[src/rtl/rgb_led_pwm.sv]
// Multi-channel LED PWM: prescaled 8-bit counter, double-buffered duty registers
// (shadow written any time, active loaded at the period boundary), registered outputs.
module rgb_led_pwm #(
  parameter int unsigned NumChannels = 12,
  parameter int unsigned PrescaleDiv = 64,
  parameter logic [7:0]  DefaultDuty = 8'd32
) (
  input  logic                   clk_sys_i,
  input  logic                   rst_sys_ni,
  input  logic [NumChannels-1:0] en_i,
  input  logic                   wr_en_i,
  input  logic [3:0]             wr_addr_i,
  input  logic [7:0]             wr_data_i,
  output logic [NumChannels-1:0] pwm_o,
  output logic                   period_start_o
);

  localparam logic [15:0] PresLast = 16'(PrescaleDiv - 1);

  logic [15:0]            presc_q;
  logic                   tick;
  logic [7:0]             pwm_cnt_q;
  logic                   wrap;
  logic                   wrap_q;
  logic [7:0]             shadow_duty [NumChannels];
  logic [7:0]             active_duty [NumChannels];
  logic [NumChannels-1:0] pwm_d;

  always_comb begin
    tick = (presc_q == PresLast);
    wrap = tick && (pwm_cnt_q == 8'hFF);
  end

  always_ff @(posedge clk_sys_i or negedge rst_sys_ni) begin
    if (!rst_sys_ni) begin
      presc_q   <= '0;
      pwm_cnt_q <= '0;
      wrap_q    <= 1'b0;
    end else begin
      presc_q   <= tick ? '0 : presc_q + 16'd1;
      pwm_cnt_q <= tick ? pwm_cnt_q + 8'd1 : pwm_cnt_q;
      wrap_q    <= wrap;
    end
  end

  // Active load samples the shadow before this edge's write lands, so a write
  // coincident with the wrap takes effect one period later.
  always_ff @(posedge clk_sys_i or negedge rst_sys_ni) begin
    if (!rst_sys_ni) begin
      for (int unsigned i = 0; i < NumChannels; i++) begin
        shadow_duty[i] <= DefaultDuty;
        active_duty[i] <= DefaultDuty;
      end
    end else begin
      for (int unsigned i = 0; i < NumChannels; i++) begin
        if (wr_en_i && (wr_addr_i == 4'(i))) shadow_duty[i] <= wr_data_i;
        if (wrap) active_duty[i] <= shadow_duty[i];
      end
    end
  end

  always_comb begin
    pwm_d = '0;
    for (int unsigned i = 0; i < NumChannels; i++) begin
      pwm_d[i] = en_i[i] && (pwm_cnt_q < active_duty[i]);
    end
  end

  // Start pulse is delayed one clock so it lines up with the first output
  // cycle that reflects counter 0 of the new period.
  always_ff @(posedge clk_sys_i or negedge rst_sys_ni) begin
    if (!rst_sys_ni) begin
      pwm_o          <= '0;
      period_start_o <= 1'b0;
    end else begin
      pwm_o          <= pwm_d;
      period_start_o <= wrap_q;
    end
  end

endmodule

[config.mk]
export PLATFORM = sky130hd
export DESIGN_NAME = rgb_led_pwm
export DESIGN_NICKNAME = d
export VERILOG_FILES = /design/src/rtl/rgb_led_pwm.sv
export SDC_FILE = /design/constraint.sdc
export NUM_CORES = 1
export LEC_CHECK = 0
export CORE_UTILIZATION = 54
export CTS_CLUSTER_SIZE = 10
export DETAILED_ROUTE_END_ITERATION = 10
export PLACE_DENSITY = 0.71
export SYNTH_ARGS = -nofsm -noshare
export SYNTH_HDL_FRONTEND = slang
export SYNTH_SLANG_ARGS = --single-unit
[constraint.sdc]
create_clock -name clk_sys_i -period 3.1 [get_ports clk_sys_i]
set_input_delay 0.62 -clock clk_sys_i [delete_from_list [all_inputs] [get_ports clk_sys_i]]
set_output_delay 0.62 -clock clk_sys_i [all_outputs]
set_load 0.1 [all_outputs]
======== Word-level counts from Yosys, hierarchy flattened ========
Cells that the tools add are included.
cells by class
  add/sub/neg operators ................... 2
  $lt $le $gt $ge ......................... 12
  equality and inequality tests ........... 13
  mux-type cells .......................... 1
  reduce and logical (&&, ||, !) cells .... 26
operators by type and width
  cell                     count
  $lt A8 B8 Y1             12
  $logic_and A1 B1 Y1      25
  $add A16 B1 Y16 const B  1
  $eq A16 B6 Y1 const B    1
  $eq A4 B3 Y1 const B     4
  $eq A4 B4 Y1 const B     4
  $mux W16                 1
  $add A8 B1 Y8 const B    1
  $eq A4 B2 Y1 const B     2
  $eq A8 B8 Y1 const B     1
  $eq A4 B1 Y1 const B     1
  $logic_not A4 Y1         1
storage, ports and cells
  bits in registers ....................... 230
  input port bits ......................... 27
  output and inout bits ................... 13
  word-level logic and storage cells ...... 83

======== Logic depth before layout (Yosys ltp) ========
Gate-level depths: netlist (run 1).
  depth in word-level cells ............... 2
  depth in mapped cells ................... 8
  depth with buffers taken out ............ 6

======== Worst setup path after synthesis (run 1) ========
No wires, ideal clock.
  path kind ............................... register -> register
  start ................................... reg presc_q[0]
  end ..................................... reg active_duty[12] (netlist name)
  library setup time ...................... 0.125 ns
  data arrival time ....................... 2.179 ns
  required time ........................... 2.975 ns
  slack ................................... 0.796 ns
  cell stages (with the launch flop) ...... 9
  buffers on the path ..................... 3
  period minus slack after synthesis ...... 2.304 ns
  path through ............................ dfrtp_1 > ha_1 > nor3b_2 > nand4_4 > or3_1 > clkbuf_1 > buf_6 > buf_6 > mux2_4
on the way
  cells in the longest elaborated chain, start to end .. 2
RTL lines
  item                            line  text
  start: declaration              20    logic [15:0] presc_q;
  start signal: assignment        40    presc_q <= tick ? '0 : presc_q + 16'd1;
  $eq A16 B6 Y1                   30    tick = (presc_q == PresLast);
  $logic_and A1 B1 Y1             31    wrap = tick && (pwm_cnt_q == 8'hFF);
  end signal: indexed assignment  52    active_duty[i] <= DefaultDuty;
  end signal: indexed assignment  57    if (wrap) active_duty[i] <= shadow_duty[i];
  end: declaration                26    logic [7:0] active_duty [NumChannels];
No other way between the ends.
A chain may end at the register's enable or synchronous reset.

======== Worst setup path after layout (run 1) ========
  start ................................... reg presc_q[0]
  end ..................................... reg active_duty[39] (netlist name)
The elaborated chain is that of the path after synthesis.

==> results of run 1 <==
==> logic make-up (layout without fill, tap and decap cells) <==
kind of cell	Yosys count	after routing	share of synthesized area [%]
DFF	230	230	52.5
muxes	193	193	21.1
buffers and inverters	112	191	4.22
and+or+nand+nor	106	106	5.73
adders and majority gates	86	86	9.77
AOI/OAI and AO/OA	72	72	4.98
xor gates and xnor gates	21	21	1.67
==> per-stage QoR <==
| stage | power [mW] | area, um2 | cells |
|---|---|---|---|
| floorplan | 3.76 | 11000 | 820 |
| global placement | 3.93 | 11800 | 1117 |
| detailed placement | 3.99 | 11800 | 1117 |
| CTS | 6.80 | 12500 | 1164 |
| global route | 7.00 | 12500 | 1164 |
| finish | 6.73 | 12500 | 1164 |
==> per-layer routing <==
| metal | routed length (um) | GRT usage, % |
|---|---|---|
| met1 | 10200 | 31.1 |
| met2 | 10800 | 39.2 |
| met3 | 657 | 3.03 |
| met4 | 550 | 6.65 |
| met5 | 0 | 0 |
==> flip-flops by register name, indices dropped and copies added, names as in the netlist <==
register,count
period_start_o,1
pwm_cnt_q,8
pwm_o,12
presc_q,16
shadow_duty,96
active_duty,96
wrap_q,1
==> worst register-to-register path: stages (launching register included) <==
cell and delay, ns:
dfrtp_1 0.42, ha_1 0.31, nor3b_2 0.29, nand4_4 0.21, or3_4 0.71, buf_12 0.32
mux2_1 0.34
==> area by class of cell <==
cell class,instances,area (um2)
Clock buffer,45,753
Clock inverter,2,17.5
Multi-Input combinational cell,478,4770
Sequential cell,230,5790
Timing Repair Buffer,58,556
Inverter,86,323
Fill cell,1506,7180
Tap cell,265,332
==> final timing paths <==
check                      cells after the start                          end                 start
setup / recovery                               6  active_duty[39]$_DFFE_PN0P_  presc_q[0]$_DFF_PN0_
min in group clk_sys_i                         0     period_start_o$_DFF_PN0_      wrap_q$_DFF_PN0_
hold reg to reg                                0     period_start_o$_DFF_PN0_      wrap_q$_DFF_PN0_
max in group asynchronous                      2  shadow_duty[29]$_DFFE_PN1P_            rst_sys_ni
hold / removal                                 1        presc_q[11]$_DFF_PN0_            rst_sys_ni
setup reg to reg                               6  active_duty[39]$_DFFE_PN0P_  presc_q[0]$_DFF_PN0_
==> power groups by stage <==
stage / sequential (mW) / combinational [mW] / clock, mW
floorplan: 3.47 / 0.297 / 0
global placement: 3.50 / 0.435 / 0
detailed placement: 3.53 / 0.461 / 0
CTS: 3.47 / 0.464 / 2.87
global route: 3.51 / 0.503 / 2.98
finish: 3.47 / 0.453 / 2.80
==> placed cells by master (no fill, tap or decap), drive strengths merged, types with 3 or more instances in the layout <==
master         count
xnor2             10
nor2              19
o2111ai           11
a21oi             13
nand4              7
inv               88
xor2              11
o31a              11
a2111oi           11
clkbuf            45
buf               33
and4               3
nand3b             4
nand3              9
or3                3
mux2             193
dfrtp            206
nor4               4
and3               4
dfstp             24
a21o              24
nand2b            25
nand2             10
ha                86
nor3              13
clkdlybuf4s50     25
==> Yosys cell counts <==
cell type,number,area share (%)
dfrtp_1,206,47
mux2_2,148,15
ha_1,86,9.8
inv_1,86,2.9
mux2_4,40,5.5
nand2b_1,25,1.4
a21o_1,24,1.6
dfstp_2,24,5.7
nor2_1,19,0.65
clkbuf_1,16,0.55
a21oi_1,13,0.59
nor3_1,13,0.59
a2111oi_0,11,0.87
o2111ai_1,11,0.87
o31a_1,11,0.87
xor2_1,11,0.87
nand2_1,10,0.34
xnor2_1,10,0.80
nand3_1,9,0.41
nand4_1,6,0.34
buf_6,5,0.51
mux2_1,5,0.51
and3_1,4,0.23
buf_2,4,0.18
nand3b_1,4,0.27
and4_1,3,0.24
or3_1,3,0.17
nor4_1,2,0.11
nor4_4,2,0.39
a211o_1,1,0.080
and2_1,1,0.057
clkbuf_2,1,0.045
nand4_4,1,0.19
nand4b_1,1,0.080
nor2b_1,1,0.057
nor3b_1,1,0.068
nor3b_2,1,0.11
o21ai_0,1,0.045
==> qor.yml, run 1 <==
logic_synthesis:
  net_count_synth: 933
  synth_warnings: 0
  synth_sequential_area_ratio_pct: 52.5
  syn_inst: 820
  postSynthRegisterBits: 230
  ys_types: 38
  mean_post_synth_cell_area_um2: 13.4
  post_synth_design_cell_area_um2: 11000
layout:
  layout-drive-gt1-share_pct: 31.1
  layout-area-overhead-vs-synth_pct: 13.8
  fin_nets: 994
  diodes_inserted: 0
  layout.core_utilization_pct: 63.6
setup_path:
  path_buf_inv: 1
  r2r_slack_ns: 0.38
  cp_top_family: "simple AND/OR/NAND/NOR gates"
  cp_data_arrival_time_ns: 3.13
  library_cell_contributing_the_largest_single_delay_on_the_critical_path: "or3_4"
  critical_path.max_stage_delay_ns: 0.71
  critical_path_required_ns: 3.51
  cp-end-kind: "flip-flop"
  critical_setup_path_class: "flip-flop to flip-flop"
  cell_breakdown_of_the_critical_path: "ha_1 -> nor3b_2 -> nand4_4 -> or3_4 -> buf_12 -> mux2_1"
  critical_path.max_fanout: 41
  timing.critical_path.from_type: "flip-flop"
die:
  fp-row-count: 51
  io_pins: 40
  die-width_um: 145
  effective_utilization_at_floorplan_pct: 55.8
  fp.dieArea_um2: 21000
  floorplan.core_area_um2: 19700
  floorplan.die.height_um: 145
global_routing:
  number_of_antenna_violations_at_the_first_check_in_global_routing: 0
  grt_overflow_total: 0
  track_usage_pct: 23.1
  grt_start_max_net_pins: 92
  grt_pass1_vias: 6977
  grt_first_pass_wirelength_um: 36800
detailed_routing:
  antenna_left: 0
  routed_wirelength_um: 22200
  drt_pre_antenna_iters: 4
  drc: 0
  vias_per_cell: 5.56
  post_dr_wirelength_cell_um: 19.1
  detailroute.via_count: 6474
  first_iter_violations: 172
placement:
  dp.final_hpwl_um: 14500
  place.gp.congestion: 0.806
  numPortBuffers: 39
  place_worst_setup_slack_ns: 0.388
clock_network:
  clkLatencyLatePin_ns: 0.53
  postCtsSetupRepairBufs: 0
  cts_tree: "yes"
  ctsLongestPathBuffers: 3
  cts_resized: 0
  ctsRootBufferMaster: "clkbuf_16"
  hold_fix_buffer_count_after_cts: 0
  htree_num_levels: 1
  clock_sink_count: 230
  cts-buffers-inserted: 27
  clk_pin_slew_ns: 0.06
job:
  drv_cap: 0
sta:
  post-route-period-util_pct: 87.7
  final.hold.worst_slack_ns: 0.131
  finalWorstSetupSlack_ns: 0.382
  hold_violations: 0
  setup_total_negative_slack_ns: 0
  max_slew.worst_pin.slew_ns: 0.866
  clock_skew_ns: 0.0127
  worst_slew_margin_rel_pct: 42.1
  final-setup-viol-count: 0
  final-max-slew-violation-count: 0
  finalCriticalPeriod_ns: 2.72
  setup_repair_after_global_routing_missed_its_margin: "no"
  clock.fmax_mhz: 368
power_and_ir_drop:
  power.switching_fraction_pct: 22.3
  power_density_nw_per_um2: 537
  p_switching_mw: 1.50
  p_int_mw: 5.23
  pwr-share-clk_pct: 41.6
  sequentialPowerShare_pct: 51.7
  p_leak_nw: 5.99
  power.ir.vdd_worst_mv: 0.443
  comb_power_share_pct: 6.7
hold_path:
  timing.hold.worst.class: "primary input to asynchronous set/reset pin"
outcome:
  outcome: "completed"
Note: power is estimated with default switching activity, not from simulation.
==> run 2, diff against run 1 <==
CORE_ASPECT_RATIO = 0.6   (was not set)
CTS_CLUSTER_SIZE = 24   (was 10)
SETUP_SLACK_MARGIN = 0.5   (was not set)
==> run 2 against run 1 <==
Cell count increased by 0.60%. Cell area up 0.14%. Sequential cell count is the same. Via count increased by 1.3%. Sequential share of layout area fell by 0.064 points. Critical endpoint is now active_duty[47]$_DFFE_PN0P_. Highest routed layer unchanged.
==> qor.yml, run 2 (synthesis gave the netlist of run 1 again) <==
power_and_ir_drop:
  p_switching_mw: 1.46  # was 1.50 mW
  pwr-share-clk_pct: 40.7  # was 41.6%
  power_density_nw_per_um2: 527  # was 537 nW/um2
  comb_power_share_pct: 6.9  # was 6.7%
  power.switching_fraction_pct: 22.2  # was 22.3%
  p_int_mw: 5.15  # was 5.23 mW
  sequentialPowerShare_pct: 52.4  # was 51.7%
  p_leak_nw: 6.01  # was 5.99 nW
  power.ir.vdd_worst_mv: 0.354  # was 0.443 mV
global_routing:
  grt_first_pass_wirelength_um: 38100  # was 36800 um
  grt_use_met2_pct: 37.8  # was 39.2%
  grt_overflow_total: 0  # unchanged
  grt_use_met3_pct: 3.35  # was 3.03%
  number_of_antenna_violations_at_the_first_check_in_global_routing: 0  # unchanged
  met1_usage_pct: 32.9  # was 31.1%
  gr-max-usage-layer: "met2"  # unchanged
  grt_pass1_vias: 6984  # was 6977
  track_usage_pct: 23.5  # was 23.1%
  grt_start_max_net_pins: 78  # was 92
sta:
  setup_total_negative_slack_ns: 0  # unchanged
  final-setup-viol-count: 0  # unchanged
  clock.fmax_mhz: 403  # was 368 MHz
  clock_skew_ns: 0.0115  # was 0.0127 ns
  finalCriticalPeriod_ns: 2.48  # was 2.72 ns
  final-max-slew-violation-count: 0  # unchanged
  post-route-period-util_pct: 80.0  # was 87.7%
  hold_violations: 0  # unchanged
  setup_repair_after_global_routing_missed_its_margin: "no"  # unchanged
  worst_slew_margin_rel_pct: 35.2  # was 42.1%
  max_slew.worst_pin.slew_ns: 0.970  # was 0.866 ns
placement:
  numPortBuffers: 39  # unchanged
  placed_cells_incl_taps: 1126  # was 1117
  placed_area_um2: 11800  # about the same
  place.gp.congestion: 0.811  # was 0.806
  dp.final_hpwl_um: 15200  # was 14500 um
layout:
  final-instance-count-excl-fill: 1171  # was 1164
  layout.core_utilization_pct: 62.9  # was 63.6%
  finish.instance_area_um2: 12600  # was 12500 um2
  layout-area-overhead-vs-synth_pct: 14.0  # was 13.8%
  fin_nets: 995  # was 994
  layout_common_cells: "206 x dfrtp_1, 148 x mux2_2, 86 x inv_1"  # was 206 x dfrtp_1, 148 x mux2_2, 86 x inv_1, 86 x ha_1, 40 x mux2_4
  mostFrequentLayoutCell: "dfrtp_1"  # unchanged
  layout-drive-gt1-share_pct: 32.7  # was 31.1%
  diodes_inserted: 0  # unchanged
  final.fill_count: 1485  # was 1506
  largestRegisters: "active_duty x96, shadow_duty x96, presc_q x16"  # unchanged
die:
  fp.dieArea_um2: 21000  # about the same
  floorplan.die.height_um: 113  # was 145 um
  die-width_um: 186  # was 145 um
  floorplan.core_area_um2: 20000  # was 19700 um2
  fp-row-count: 40  # was 51
  io_pins: 40  # unchanged
  effective_utilization_at_floorplan_pct: 55.1  # was 55.8%
outcome:
  outcome: "completed"  # unchanged
detailed_routing:
  first_iter_violations: 352  # was 172
  drc: 0  # unchanged
  antenna_left: 0  # unchanged
  detailroute.via_count: 6557  # was 6474
  routed_wirelength_um: 23600  # was 22200 um
  drt_pre_antenna_iters: 4  # unchanged
  post_dr_wirelength_cell_um: 20.2  # was 19.1 um
  vias_per_cell: 5.60  # was 5.56
clock_network:
  ctsLongestPathBuffers: 3  # unchanged
  htree_num_levels: 1  # unchanged
  ctsRootBufferMaster: "clkbuf_16"  # unchanged
  clk_pin_slew_ns: 0.07  # was 0.06 ns
  cts-buffers-inserted: 22  # was 27
  clkLatencyLatePin_ns: 0.50  # was 0.53 ns
  cts_tree: "yes"  # unchanged
  hold_fix_buffer_count_after_cts: 0  # unchanged
  clock_sink_count: 230  # unchanged
setup_path:
  timing.critical_path.from_type: "flip-flop"  # unchanged
  critical_path.max_fanout: 40  # was 41
  r2r.worst_path.cells: 6  # unchanged
  critical_setup_path_class: "flip-flop to flip-flop"  # unchanged
  critical_path_required_ns: 3.48  # was 3.51 ns
  cp-end-kind: "flip-flop"  # unchanged
  cp_data_arrival_time_ns: 2.86  # was 3.13 ns
hold_path:
  timing.hold.worst.class: "primary input to asynchronous set/reset pin"  # unchanged
job:
  drv_cap: 0  # unchanged
-- run 2: cell types whose count changed in the layout (fill, tap and decap cells not counted), sizes merged --
cell,delta
clkinvlp,+2
bufinv,+1
inv,-2
clkbuf,-14
clkinv,+6
buf,+5
or3,+1
-- run 2: area by class of cell --
cell class                 instances  area, um2  area share (%)
inverter                          86        323            2.57
timing repair buffer              63        593            4.73
sequential                       230       5790            46.1
clock inverter                     9       75.1           0.598
tap                              273        342            2.72
multi-input combinational        479       4780            38.1
clock buffer                      31        656            5.22
-- run 2: what timing repair did --
item	4_1_cts	5_1_grt
resized for setup	0	1
gates cloned	1	0
setup buffers	0	4
setup endpoints to repair	36	49
pin swaps	1	1
-- run 2: through the flow --
step | power, mW | setup WS, ns | hold WS [ns]
after floorplan | 3.76 | 0.796 | 0.324
after global placement | 3.93 | 0.557 | 0.338
after detailed placement | 3.98 | 0.455 | 0.339
after CTS | 6.68 | 0.525 | 0.108
after global routing | 6.87 | 0.568 | 0.135
final | 6.61 | 0.621 | 0.0820
-- run 2: path summary, 6_finish.rpt --
| check | end | slack (ns) | start |
|---|---|---|---|
| max | active_duty[47]$_DFFE_PN0P_ | 0.62 | presc_q[0]$_DFF_PN0_ |
| min | active_duty[7]$_DFFE_PN0P_ | 0.08 | rst_sys_ni |
| max reg2reg | active_duty[47]$_DFFE_PN0P_ | 0.62 | presc_q[0]$_DFF_PN0_ |
| min reg2reg | period_start_o$_DFF_PN0_ | 0.35 | wrap_q$_DFF_PN0_ |
| max in group asynchronous | active_duty[69]$_DFFE_PN1P_ | 2.06 | rst_sys_ni |
| min in group clk_sys_i | period_start_o$_DFF_PN0_ | 0.35 | wrap_q$_DFF_PN0_ |
-- run 2: power groups by stage --
stage / sequential [mW] / combinational [mW] / clock, mW
finish: 3.47 / 0.457 / 2.69
global route: 3.50 / 0.501 / 2.87
CTS: 3.47 / 0.466 / 2.75
detailed placement: 3.52 / 0.463 / 0
global placement: 3.49 / 0.440 / 0
floorplan: 3.47 / 0.297 / 0
-- run 2: layer usage --
layer | routed length [um] | up-vias
met4 | 804 | 0
met5 | 0 | -
met1 | 11100 | 3380
met3 | 826 | 59
li1 | - | 2998
met2 | 10900 | 120
-- run 2: critical path: stages (launching register included) --
cell	delay, ns
dfrtp_1	0.43
ha_2	0.28
nor3b_2	0.25
nand4_4	0.23
or3_4	0.54
buf_12	0.22
mux2_1	0.35
==> run 3, diff against run 2 <==
PLACE_DENSITY = 0.74   (was 0.71)
clock period = 2.2 ns   (was 3.1 ns; I/O delays follow)
==> run 3 against run 2 <==
Worst hold slack better by 0.28 ns. Global-route usage is 0.54 points lower. Clock skew is 0.00096 ns lower. Clock power is 49% higher. Sequential power is 41% higher. Non-clock buffer count is 29 higher. Sequential cell count stayed put. Via count is 0.56% lower. Cell area is 5.0% higher. Fmax is 16% higher. Die area stayed put. Largest power group unchanged.
==> qor.yml, run 3 (synthesis gave the netlist of run 1 again) <==
layout:
  mostFrequentLayoutCell: "dfrtp_1"  # unchanged
  largestRegisters: "active_duty x96, shadow_duty x96, presc_q x16"  # unchanged
  multi_input_comb_area_um2: 5040  # was 4780 um2
  layout-drive-gt1-share_pct: 36.9  # was 32.7%
  fin_nets: 1023  # was 995
  layout_common_cells: "205 x dfrtp_1, 148 x mux2_2, 86 x inv_1"  # was 206 x dfrtp_1, 148 x mux2_2, 86 x inv_1
  sequential_cell_area_um2: 5790  # about the same
  layout-area-overhead-vs-synth_pct: 19.6  # was 14.0%
  final.fill_count: 1447  # was 1485
  diodes_inserted: 0  # unchanged
detailed_routing:
  detailroute.via_count: 6520  # was 6557
  post_dr_wirelength_cell_um: 19.4  # was 20.2 um
  vias_per_cell: 5.44  # was 5.60
  first_iter_violations: 352  # unchanged
  drt_pre_antenna_iters: 4  # unchanged
  antenna_left: 0  # unchanged
  routed_wirelength_um: 23200  # was 23600 um
  drc: 0  # unchanged
sta:
  final-setup-viol-count: 0  # unchanged
  max_slew.worst_pin.slew_ns: 0.668  # was 0.970 ns
  final-max-slew-violation-count: 0  # unchanged
  clock_skew_ns: 0.0106  # was 0.0115 ns
  hold_violations: 0  # unchanged
  clock.fmax_mhz: 470  # was 403 MHz
  setup_repair_after_global_routing_missed_its_margin: "yes"  # was no
  setup_total_negative_slack_ns: 0  # unchanged
  post-route-period-util_pct: 96.8  # was 80.0%
  worst_slew_margin_rel_pct: 55.3  # was 35.2%
  finalCriticalPeriod_ns: 2.13  # was 2.48 ns
power_and_ir_drop:
  p_leak_nw: 6.23  # was 6.01 nW
  power.ir.vdd_worst_mv: 0.499  # was 0.354 mV
  power_density_nw_per_um2: 726  # was 527 nW/um2
  total_power_mw: 9.56  # was 6.61 mW
job:
  drv_cap: 0  # unchanged
die:
  effective_utilization_at_floorplan_pct: 55.1  # unchanged
  floorplan.die.height_um: 113  # unchanged
  floorplan.core_area_um2: 20000  # unchanged
  io_pins: 40  # unchanged
  fp.dieArea_um2: 21000  # unchanged
  die-width_um: 186  # unchanged
  fp-row-count: 40  # unchanged
global_routing:
  grt_first_pass_wirelength_um: 37300  # was 38100 um
  track_usage_pct: 22.9  # was 23.5%
  grt_overflow_total: 0  # unchanged
  grt_start_max_net_pins: 69  # was 78
  grt_pass1_vias: 6781  # was 6984
  number_of_antenna_violations_at_the_first_check_in_global_routing: 0  # unchanged
clock_network:
  cts-buffers-inserted: 22  # unchanged
  clkLatencyLatePin_ns: 0.51  # was 0.50 ns
  ctsLongestPathBuffers: 3  # unchanged
  cts_tree: "yes"  # unchanged
  ctsRootBufferMaster: "clkbuf_16"  # unchanged
  htree_num_levels: 1  # unchanged
  clk_pin_slew_ns: 0.06  # was 0.07 ns
  clock_sink_count: 230  # unchanged
setup_path:
  critical_path.max_fanout: 23  # was 40
  cp-end-kind: "flip-flop"  # unchanged
  critical_setup_path_class: "flip-flop to flip-flop"  # unchanged
  cp_data_arrival_time_ns: 2.51  # was 2.86 ns
  critical_path_required_ns: 2.58  # was 3.48 ns
  timing.critical_path.from_type: "flip-flop"  # unchanged
placement:
  dp.final_hpwl_um: 15000  # was 15200 um
  numPortBuffers: 39  # unchanged
  place.gp.congestion: 0.794  # was 0.811
outcome:
  outcome: "completed"  # unchanged
hold_path:
  timing.hold.worst.class: "flip-flop to flip-flop"  # was primary input to asynchronous set/reset pin
-- run 3: changes by cell type in the layout (fill, tap and decap cells not counted), sizes merged --
cell         change
buf             +27
bufinv           +2
clkinvlp         -1
dlygate4sd3      +1
or3              -1
-- run 3: area by class of cell --
type	count	area share, %
flip-flops and latches	230	43.9
multi-input cells	478	38.3
repair buffers	92	6.89
clock buffers	30	4.87
well taps	273	2.59
inverters	86	2.45
clock inverters	10	0.969
-- run 3: worst paths after layout --
| kind | cells past startpoint | slack [ns] | from | to |
|---|---|---|---|---|
| max | 5 | 0.07 | presc_q[9]$_DFF_PN0_ | active_duty[23]$_DFFE_PN0P_ |
| max in group asynchronous | 3 | 0.97 | rst_sys_ni | shadow_duty[45]$_DFFE_PN1P_ |
| min reg2reg | 0 | 0.36 | wrap_q$_DFF_PN0_ | period_start_o$_DFF_PN0_ |
| min in group asynchronous | 2 | 0.48 | rst_sys_ni | active_duty[95]$_DFFE_PN0P_ |
| min | 0 | 0.36 | wrap_q$_DFF_PN0_ | period_start_o$_DFF_PN0_ |
| max reg2reg | 5 | 0.07 | presc_q[9]$_DFF_PN0_ | active_duty[23]$_DFFE_PN0P_ |
-- run 3: what timing repair did --
item,in CTS,in global routing
gates cloned,0,1
hold buffers,1,0
buffers inserted,2,3
hold endpoints to repair,56,0
setup endpoints to repair,104,110
gates resized for setup,21,28
pin swaps,5,27
-- run 3: per-stage QoR --
stage                     hold WS (ns)  cells  cell area, um2  worst slack (ns)  util [%]
after global routing             0.374   1199           13200            0.0204      66.0
final                            0.365   1199           13200            0.0706      66.0
after detailed placement         0.353   1152           12000            0.0717      60.3
after floorplan                  0.144    820           11000            0.0322         -
after global placement           0.334   1152           12000             0.115      60.3
after CTS                        0.368   1195           12900            0.0830      64.6
-- run 3: per-layer routing --
layer  track usage, %  wire length [um]  part of all wire [%]  vias up
li1                 -                 -                     -     3066
met1             34.3             11300                    49     3316
met2             35.3             10400                    45      103
met3             3.41              1080                   4.6       35
met4             5.45               454                   2.0        0
met5                0                 0                     0        -
-- run 3: critical path, stage by stage (launching register included) --
cell and delay [ns]:
dfrtp_1 0.42, nor4_4 0.38, nand4_4 0.13, or3_4 0.50, buf_16 0.21, mux2_1 0.33
-- run 3: power by group --
group          internal, mW  total, mW  switching (mW)
sequential             4.68       4.88           0.207
combinational         0.392      0.662           0.269
clock                  2.40       4.02            1.62
total                  7.47       9.56            2.10
